File: src/rtl/alu_responder_if.sv
// Request/response bus of the ALU responder, including the system-level INTR/BUSY lines.
interface alu_responder_if #(
  parameter int DATA_W = 32,
  parameter int TAG_W  = 4
);
  logic              REQ_VALID;
  logic              REQ_READY;
  logic [2:0]        REQ_OP;
  logic [TAG_W-1:0]  REQ_TAG;
  logic [DATA_W-1:0] REQ_A;
  logic [DATA_W-1:0] REQ_B;
  logic              RSP_VALID;
  logic              RSP_READY;
  logic [TAG_W-1:0]  RSP_TAG;
  logic [DATA_W-1:0] RSP_DATA;
  logic              INTR;
  logic              BUSY;

  modport master (
    output REQ_VALID, REQ_OP, REQ_TAG, REQ_A, REQ_B, RSP_READY,
    input  REQ_READY, RSP_VALID, RSP_TAG, RSP_DATA, INTR, BUSY
  );

  modport slave (
    input  REQ_VALID, REQ_OP, REQ_TAG, REQ_A, REQ_B, RSP_READY,
    output REQ_READY, RSP_VALID, RSP_TAG, RSP_DATA, INTR, BUSY
  );
endinterface

File: src/rtl/alu_responder.sv
// ALU responder: single-cycle logic/add/shift ops, fixed-latency shift-add multiply,
// one operation in flight, result held until the consumer takes it.
module alu_responder #(
  parameter int DATA_W = 32,
  parameter int TAG_W  = 4,
  parameter int SH_W   = $clog2(DATA_W)
) (
  input  logic           nRST,
  input  logic           MCLK,
  alu_responder_if.slave bus
);
  localparam logic [2:0] OP_ADD = 3'd0, OP_SUB = 3'd1, OP_AND = 3'd2, OP_OR = 3'd3,
                         OP_XOR = 3'd4, OP_SHL = 3'd5, OP_SHR = 3'd6, OP_MUL = 3'd7;

  typedef enum logic [1:0] {S_IDLE, S_MUL, S_DONE} state_t;

  state_t            r_state, w_state_nxt;
  logic [DATA_W-1:0] r_acc, r_mcand, r_mplier, r_rsp_data;
  logic [DATA_W-1:0] w_alu, w_acc_nxt;
  logic [SH_W-1:0]   r_cnt;
  logic [TAG_W-1:0]  r_rsp_tag;
  logic              r_intr, r_busy;
  logic              w_accept, w_rsp_hs;

  assign bus.REQ_READY = (r_state == S_IDLE);
  assign bus.RSP_VALID = (r_state == S_DONE);
  assign bus.RSP_DATA  = r_rsp_data;
  assign bus.RSP_TAG   = r_rsp_tag;
  assign bus.INTR      = r_intr;
  assign bus.BUSY      = r_busy;

  assign w_accept  = bus.REQ_VALID & bus.REQ_READY;
  assign w_rsp_hs  = (r_state == S_DONE) & bus.RSP_READY;
  // Partial-product add for the current multiplier bit.
  assign w_acc_nxt = r_acc + (r_mplier[0] ? r_mcand : '0);

  // Single-cycle result straight from the request operands.
  always_comb begin
    w_alu = '0;
    case (bus.REQ_OP)
      OP_ADD: w_alu = bus.REQ_A + bus.REQ_B;
      OP_SUB: w_alu = bus.REQ_A - bus.REQ_B;
      OP_AND: w_alu = bus.REQ_A & bus.REQ_B;
      OP_OR:  w_alu = bus.REQ_A | bus.REQ_B;
      OP_XOR: w_alu = bus.REQ_A ^ bus.REQ_B;
      OP_SHL: w_alu = bus.REQ_A << bus.REQ_B[SH_W-1:0];
      OP_SHR: w_alu = bus.REQ_A >> bus.REQ_B[SH_W-1:0];
      default: w_alu = '0;
    endcase
  end

  // Next-state logic.
  always_comb begin
    w_state_nxt = r_state;
    case (r_state)
      S_IDLE: if (w_accept) w_state_nxt = (bus.REQ_OP == OP_MUL) ? S_MUL : S_DONE;
      S_MUL:  if (r_cnt == '0) w_state_nxt = S_DONE;
      S_DONE: if (w_rsp_hs) w_state_nxt = S_IDLE;
      default: w_state_nxt = S_IDLE;
    endcase
  end

  // State register.
  always_ff @(posedge MCLK or negedge nRST) begin
    if (!nRST) r_state <= S_IDLE;
    else       r_state <= w_state_nxt;
  end

  // Datapath: operand capture, multiply iterations, response and status flops.
  always_ff @(posedge MCLK or negedge nRST) begin
    if (!nRST) begin
      r_acc      <= '0;
      r_mcand    <= '0;
      r_mplier   <= '0;
      r_cnt      <= '0;
      r_rsp_data <= '0;
      r_rsp_tag  <= '0;
      r_intr     <= 1'b0;
      r_busy     <= 1'b0;
    end else begin
      // Pulse only on entry to DONE so a stalled response does not re-interrupt.
      r_intr <= (w_state_nxt == S_DONE) && (r_state != S_DONE);
      r_busy <= (w_state_nxt != S_IDLE);
      if (r_state == S_IDLE && w_accept) begin
        r_rsp_tag <= bus.REQ_TAG;
        if (bus.REQ_OP == OP_MUL) begin
          r_acc    <= '0;
          r_mcand  <= bus.REQ_A;
          r_mplier <= bus.REQ_B;
          r_cnt    <= SH_W'(DATA_W - 1);
        end else begin
          r_rsp_data <= w_alu;
        end
      end
      // Always DATA_W iterations, no early exit, so multiply latency is constant.
      if (r_state == S_MUL) begin
        r_acc    <= w_acc_nxt;
        r_mcand  <= r_mcand << 1;
        r_mplier <= r_mplier >> 1;
        if (r_cnt == '0) r_rsp_data <= w_acc_nxt;
        else             r_cnt      <= r_cnt - 1'b1;
      end
    end
  end
endmodule

File: src/flat_wrapper.sv
// flat-port wrapper written by rule: the top's interface ports become plain ports
module alu_responder_flat 
#(
  parameter int DATA_W = 32,
  parameter int TAG_W  = 4,
  parameter int SH_W   = $clog2(DATA_W)
)
  (nRST, MCLK, bus_REQ_VALID, bus_REQ_OP, bus_REQ_TAG, bus_REQ_A, bus_REQ_B, bus_RSP_READY, bus_REQ_READY, bus_RSP_VALID, bus_RSP_TAG, bus_RSP_DATA, bus_INTR, bus_BUSY);
  alu_responder_if #(.DATA_W(DATA_W), .TAG_W(TAG_W)) bus_i ();
  input  logic nRST;
  input  logic MCLK;
  input wire logic [$bits(bus_i.REQ_VALID)-1:0] bus_REQ_VALID;
  input wire logic [$bits(bus_i.REQ_OP)-1:0] bus_REQ_OP;
  input wire logic [$bits(bus_i.REQ_TAG)-1:0] bus_REQ_TAG;
  input wire logic [$bits(bus_i.REQ_A)-1:0] bus_REQ_A;
  input wire logic [$bits(bus_i.REQ_B)-1:0] bus_REQ_B;
  input wire logic [$bits(bus_i.RSP_READY)-1:0] bus_RSP_READY;
  output wire logic [$bits(bus_i.REQ_READY)-1:0] bus_REQ_READY;
  output wire logic [$bits(bus_i.RSP_VALID)-1:0] bus_RSP_VALID;
  output wire logic [$bits(bus_i.RSP_TAG)-1:0] bus_RSP_TAG;
  output wire logic [$bits(bus_i.RSP_DATA)-1:0] bus_RSP_DATA;
  output wire logic [$bits(bus_i.INTR)-1:0] bus_INTR;
  output wire logic [$bits(bus_i.BUSY)-1:0] bus_BUSY;
  assign bus_i.REQ_VALID = bus_REQ_VALID;
  assign bus_i.REQ_OP = bus_REQ_OP;
  assign bus_i.REQ_TAG = bus_REQ_TAG;
  assign bus_i.REQ_A = bus_REQ_A;
  assign bus_i.REQ_B = bus_REQ_B;
  assign bus_i.RSP_READY = bus_RSP_READY;
  assign bus_REQ_READY = bus_i.REQ_READY;
  assign bus_RSP_VALID = bus_i.RSP_VALID;
  assign bus_RSP_TAG = bus_i.RSP_TAG;
  assign bus_RSP_DATA = bus_i.RSP_DATA;
  assign bus_INTR = bus_i.INTR;
  assign bus_BUSY = bus_i.BUSY;
  alu_responder #(.DATA_W(DATA_W), .TAG_W(TAG_W), .SH_W(SH_W)) u_core (.nRST(nRST), .MCLK(MCLK), .bus(bus_i));
endmodule
File: config.mk
export PLATFORM = sky130hd
export DESIGN_NAME = alu_responder_flat
export DESIGN_NICKNAME = d
export VERILOG_FILES = /design/src/rtl/alu_responder_if.sv /design/src/rtl/alu_responder.sv /design/src/flat_wrapper.sv
export SDC_FILE = /design/constraint.sdc
export NUM_CORES = 1
export LEC_CHECK = 0
export ABC_AREA = 1
export CAP_MARGIN = 20
export CORE_MARGIN = 10
export CORE_UTILIZATION = 50
export DETAILED_ROUTE_END_ITERATION = 8
export PLACE_DENSITY = 0.7
export RECOVER_POWER = 100
export REMOVE_ABC_BUFFERS = 1
export SLEW_MARGIN = 0
export SYNTH_ARGS = -nofsm -noshare
export SYNTH_HDL_FRONTEND = slang
export SYNTH_SLANG_ARGS = --single-unit
File: constraint.sdc
create_clock -name MCLK -period 3.25 [get_ports MCLK]
set_input_delay 0.65 -clock MCLK [delete_from_list [all_inputs] [get_ports MCLK]]
set_output_delay 0.65 -clock MCLK [all_outputs]
set_load 0.01 [all_outputs]
==> out/metrics.csv <==
stage;metric;value;unit
drt;drc;0;
timing;rsz0062_at_grt;true;
clocking;numCtsBuffers;17;
outcome;status;finished with violations;
global_route;grt_pass1_wl;110;mm
logic_synthesis;yosysWarningCount;0;
timing;fin_skew;0.0196;ns
global_route;use_met2;0.539;
placement;dp_slack;-1.06;ns
clocking;cts.htree.levels;4;
power_and_ir_drop;p_comb_frac;0.607;
drt;wl_per_cell;22.2;um
final_layout;area_delta_synth_final;27.6;%
clocking;worstSkewPairLatency;0.48;ns
global_route;grt_pass1_vias;18800;
final_layout;multiInputGateArea;0.0114;sq mm
logic_synthesis;synth_area;0.0162;sq mm
worst_hold_path;worst_hold_path.num_cells;2;
setup_path;crit_slowest_cell;ha_4;
drt;wl;74.5;mm
timing;setup_violations;0;
logic_synthesis;synth_cell_types;60;
final_layout;fill_cells;2948;
drt;postRouteAntennaNets;0;
timing;drv_slew;72;
drt;via_per_inst;6.05;
floorplanning;row_count;65;
clocking;path_clk_slew;0.07;ns
power_and_ir_drop;power_frac_clock;0.159;
clocking;clkSinkCount;141;
clocking;cts_buffer_depth;2;
final_layout;final_core_util;0.650;
power_and_ir_drop;p_per_area;647;mW/mm^2
final_layout;mostFrequentLayoutCell;nand2_1;
power_and_ir_drop;peakVddDrop;0.000610;V
final_layout;layout_common_cells;752 x nand2_1, 310 x nand3_1, 297 x inv_1, 272 x buf_4, 196 x nor2_1;
global_route;grt-ovfl-total;0;
drt;drtPass1Iterations;6;
floorplanning;fp.dieH;200;um
setup_path;crit_top_cell;nand2_1;
final_layout;seqCellArea;0.00353;sq mm
run;maxCapViolCount;1;
setup_path;crit_path_start_kind;primary input;
floorplanning;die_x;200;um
setup_path;cp-end-kind;flip-flop;
floorplanning;start_util;0.510;
placement;place_congestion;1.06;
placement;dpl.hpwl;58.0;mm
logic_synthesis;yosysSeqAreaShare;0.218;
timing;tightestPinTransition;1.87;ns
floorplanning;ios;115;
setup_path;critical_path_class;primary input to flip-flop;
final_layout;drive_gt1_frac;0.176;
logic_synthesis;synth_area_leaders;dfrtp_1 22%, nand2_1 18%, ha_1 10%;
global_route;grt_max_degree;72;
global_route;grt_antenna_before_repair;2;
drt;dr.first_iter.drc_count;2363;
power_and_ir_drop;leakage;10.6;nW
floorplanning;die-area;0.0399;sq mm
outcome;violations;capacitance limit, slew limit;
timing;fmax;0.311;GHz
final_layout;finalNonFillerCells;3353;
setup_path;arrival;3.57;ns
setup_path;crit_required;3.61;ns
final_layout;nets;3143;
power_and_ir_drop;p_switching;6.68;mW
power_and_ir_drop;p_total;13.4;mW
logic_synthesis;ys.flop_type;dfrtp_1;
power_and_ir_drop;p_int;6.67;mW
setup_path;rr_worst_depth;13;
global_route;top_usage_layer;met2;
logic_synthesis;syn_avg_cell_area;6.19;sq um
setup_path;slowest_delay;0.29;ns
worst_hold_path;hp-class;flip-flop to flip-flop;
placement;dp_cells;3292;
timing;post-route-period-util;0.990;
power_and_ir_drop;p_sw_frac;0.500;
logic_synthesis;async_flop_share;1.00;
clocking;cts_tree;done;
floorplanning;coreArea;0.0317;sq mm
clocking;cts_root_buf;clkbuf_16;
logic_synthesis;ys_ff_latch;141;
logic_synthesis;synth_top_area_share;0.218;
logic_synthesis;synth_edf_count;0;
timing;period_needed;3.22;ns
global_route;grt_util_met3;0.0918;
power_and_ir_drop;seq_power_share;0.234;
timing;hold_violations;0;
drt;vias;20300;
placement;port_buffers;114;
timing;layout_setup_ws;0.0324;ns
logic_synthesis;netlist_instances;2614;
global_route;grtUsageMet1;0.472;
setup_path;crit_path_max_fanout;4;
global_route;gr-usage-all-layers;0.364;
timing;relSlewSlack;-0.250;
logic_synthesis;yosys.area.top_type;dfrtp_1;
[metal layers]
metal,share of wire,vias to the layer above,wire (um)
li1,-,9251,-
met1,0.41,9454,30300
met2,0.42,1277,31100
met3,0.11,290,8150
met4,0.068,2,5070
met5,0.00015,-,11
[power by group through the flow]
stage	Clock [mW]	Sequential (mW)	Combinational (mW)
5_1_grt	2.20	3.19	8.92
4_1_cts	2.13	3.11	7.93
6_report	2.13	3.12	8.11
3_3_place_gp	0	3.09	7.56
2_1_floorplan	0	3.07	4.84
3_5_place_dp	0	3.12	7.75
[registers in the layout, indices dropped and copies added (netlist names)]
register,cells
u_core.r_mplier,32
u_core.r_acc,32
u_core.bus.RSP_DATA,32
u_core.r_mcand,32
u_core.bus.RSP_TAG,4
u_core.bus.INTR,1
u_core.bus.BUSY,1
u_core.r_cnt,5
u_core.r_state,2
[worst paths after layout]
| path | startpoint | to | slack [ns] |
|---|---|---|---|
| setup / recovery | bus_REQ_B[11] | u_core.bus.RSP_DATA[26] | 0.03 |
| hold / removal | u_core.r_acc[28] | u_core.r_acc[28] | 0.50 |
| setup reg to reg | u_core.r_mplier[0] | u_core.bus.RSP_DATA[27] | 0.10 |
| hold reg to reg | u_core.r_acc[28] | u_core.r_acc[28] | 0.50 |
| max in group asynchronous | nRST | u_core.r_mcand[28] | 0.56 |
| min in group asynchronous | nRST | u_core.r_mplier[2] | 0.66 |
[logic make-up after synthesis]
kind of cell             count (synthesis)  share of synthesized area
AND/OR/NAND/NOR                       1462                      0.388
buffers and inverters                  427                      0.111
AO/OA/AOI/OAI                          403                      0.153
flip-flops                             141                      0.218
adder cells (fa/ha/maj)                131                      0.102
XOR/XNOR                                44                     0.0238
multiplexers                             6                    0.00402
[area by class of cell]
cell class              count  share of cell area
multi-input cells        2046               0.552
flip-flops and latches    141               0.171
repair buffers            408               0.162
inverters                 323              0.0600
well taps                 402              0.0244
clock buffers              18              0.0213
clock inverters            14             0.00843
diodes                      1            0.000121
[cells in the mapped netlist, drive strengths merged, types with 4 or more instances]
master and count:
nand3b 11, or2 17, a21oi 131, ha 129
o2111ai 8, buf 68, and2 21, dfrtp 141
inv 322, o22ai 48, o21bai 12, o211ai 14
nand3 325, nand2 787, a22o 8, nand4 27
nor4 7, mux2 4, a31oi 4, nor3 21
o21ai 130, a211oi 16, clkbuf 36, xor2 41
a221oi 18, nor2 243
[worst max-delay path, delay by kind of cell]
family / cells / cell delay, ns
and+or+nand+nor: 16 / 1.64
buffers and inverters: 7 / 0.82
adders and majority gates: 1 / 0.29
xor gates and xnor gates: 1 / 0.17
[timing repair]
action                                  CTS  global route
hold endpoints to repair                  0             0
endpoints found under the setup margin   25            20
setup buffers                            15            12
pin swaps                                49            76
hold buffers                              0             0
resized for setup                       105           119
cloned                                    0             1
[through the flow]
step	hold WS (ns)	TNS [ns]	instance area, sq um
finish	0.497	0	20600
CTS	0.223	0	20300
global placement	0.468	-19.40	19300
detailed placement	0.477	-22.62	19300
floorplan	0.354	-24.26	15600
global route	0.514	-1.01	20600
No activity file was read; power rests on OpenSTA's default activity.
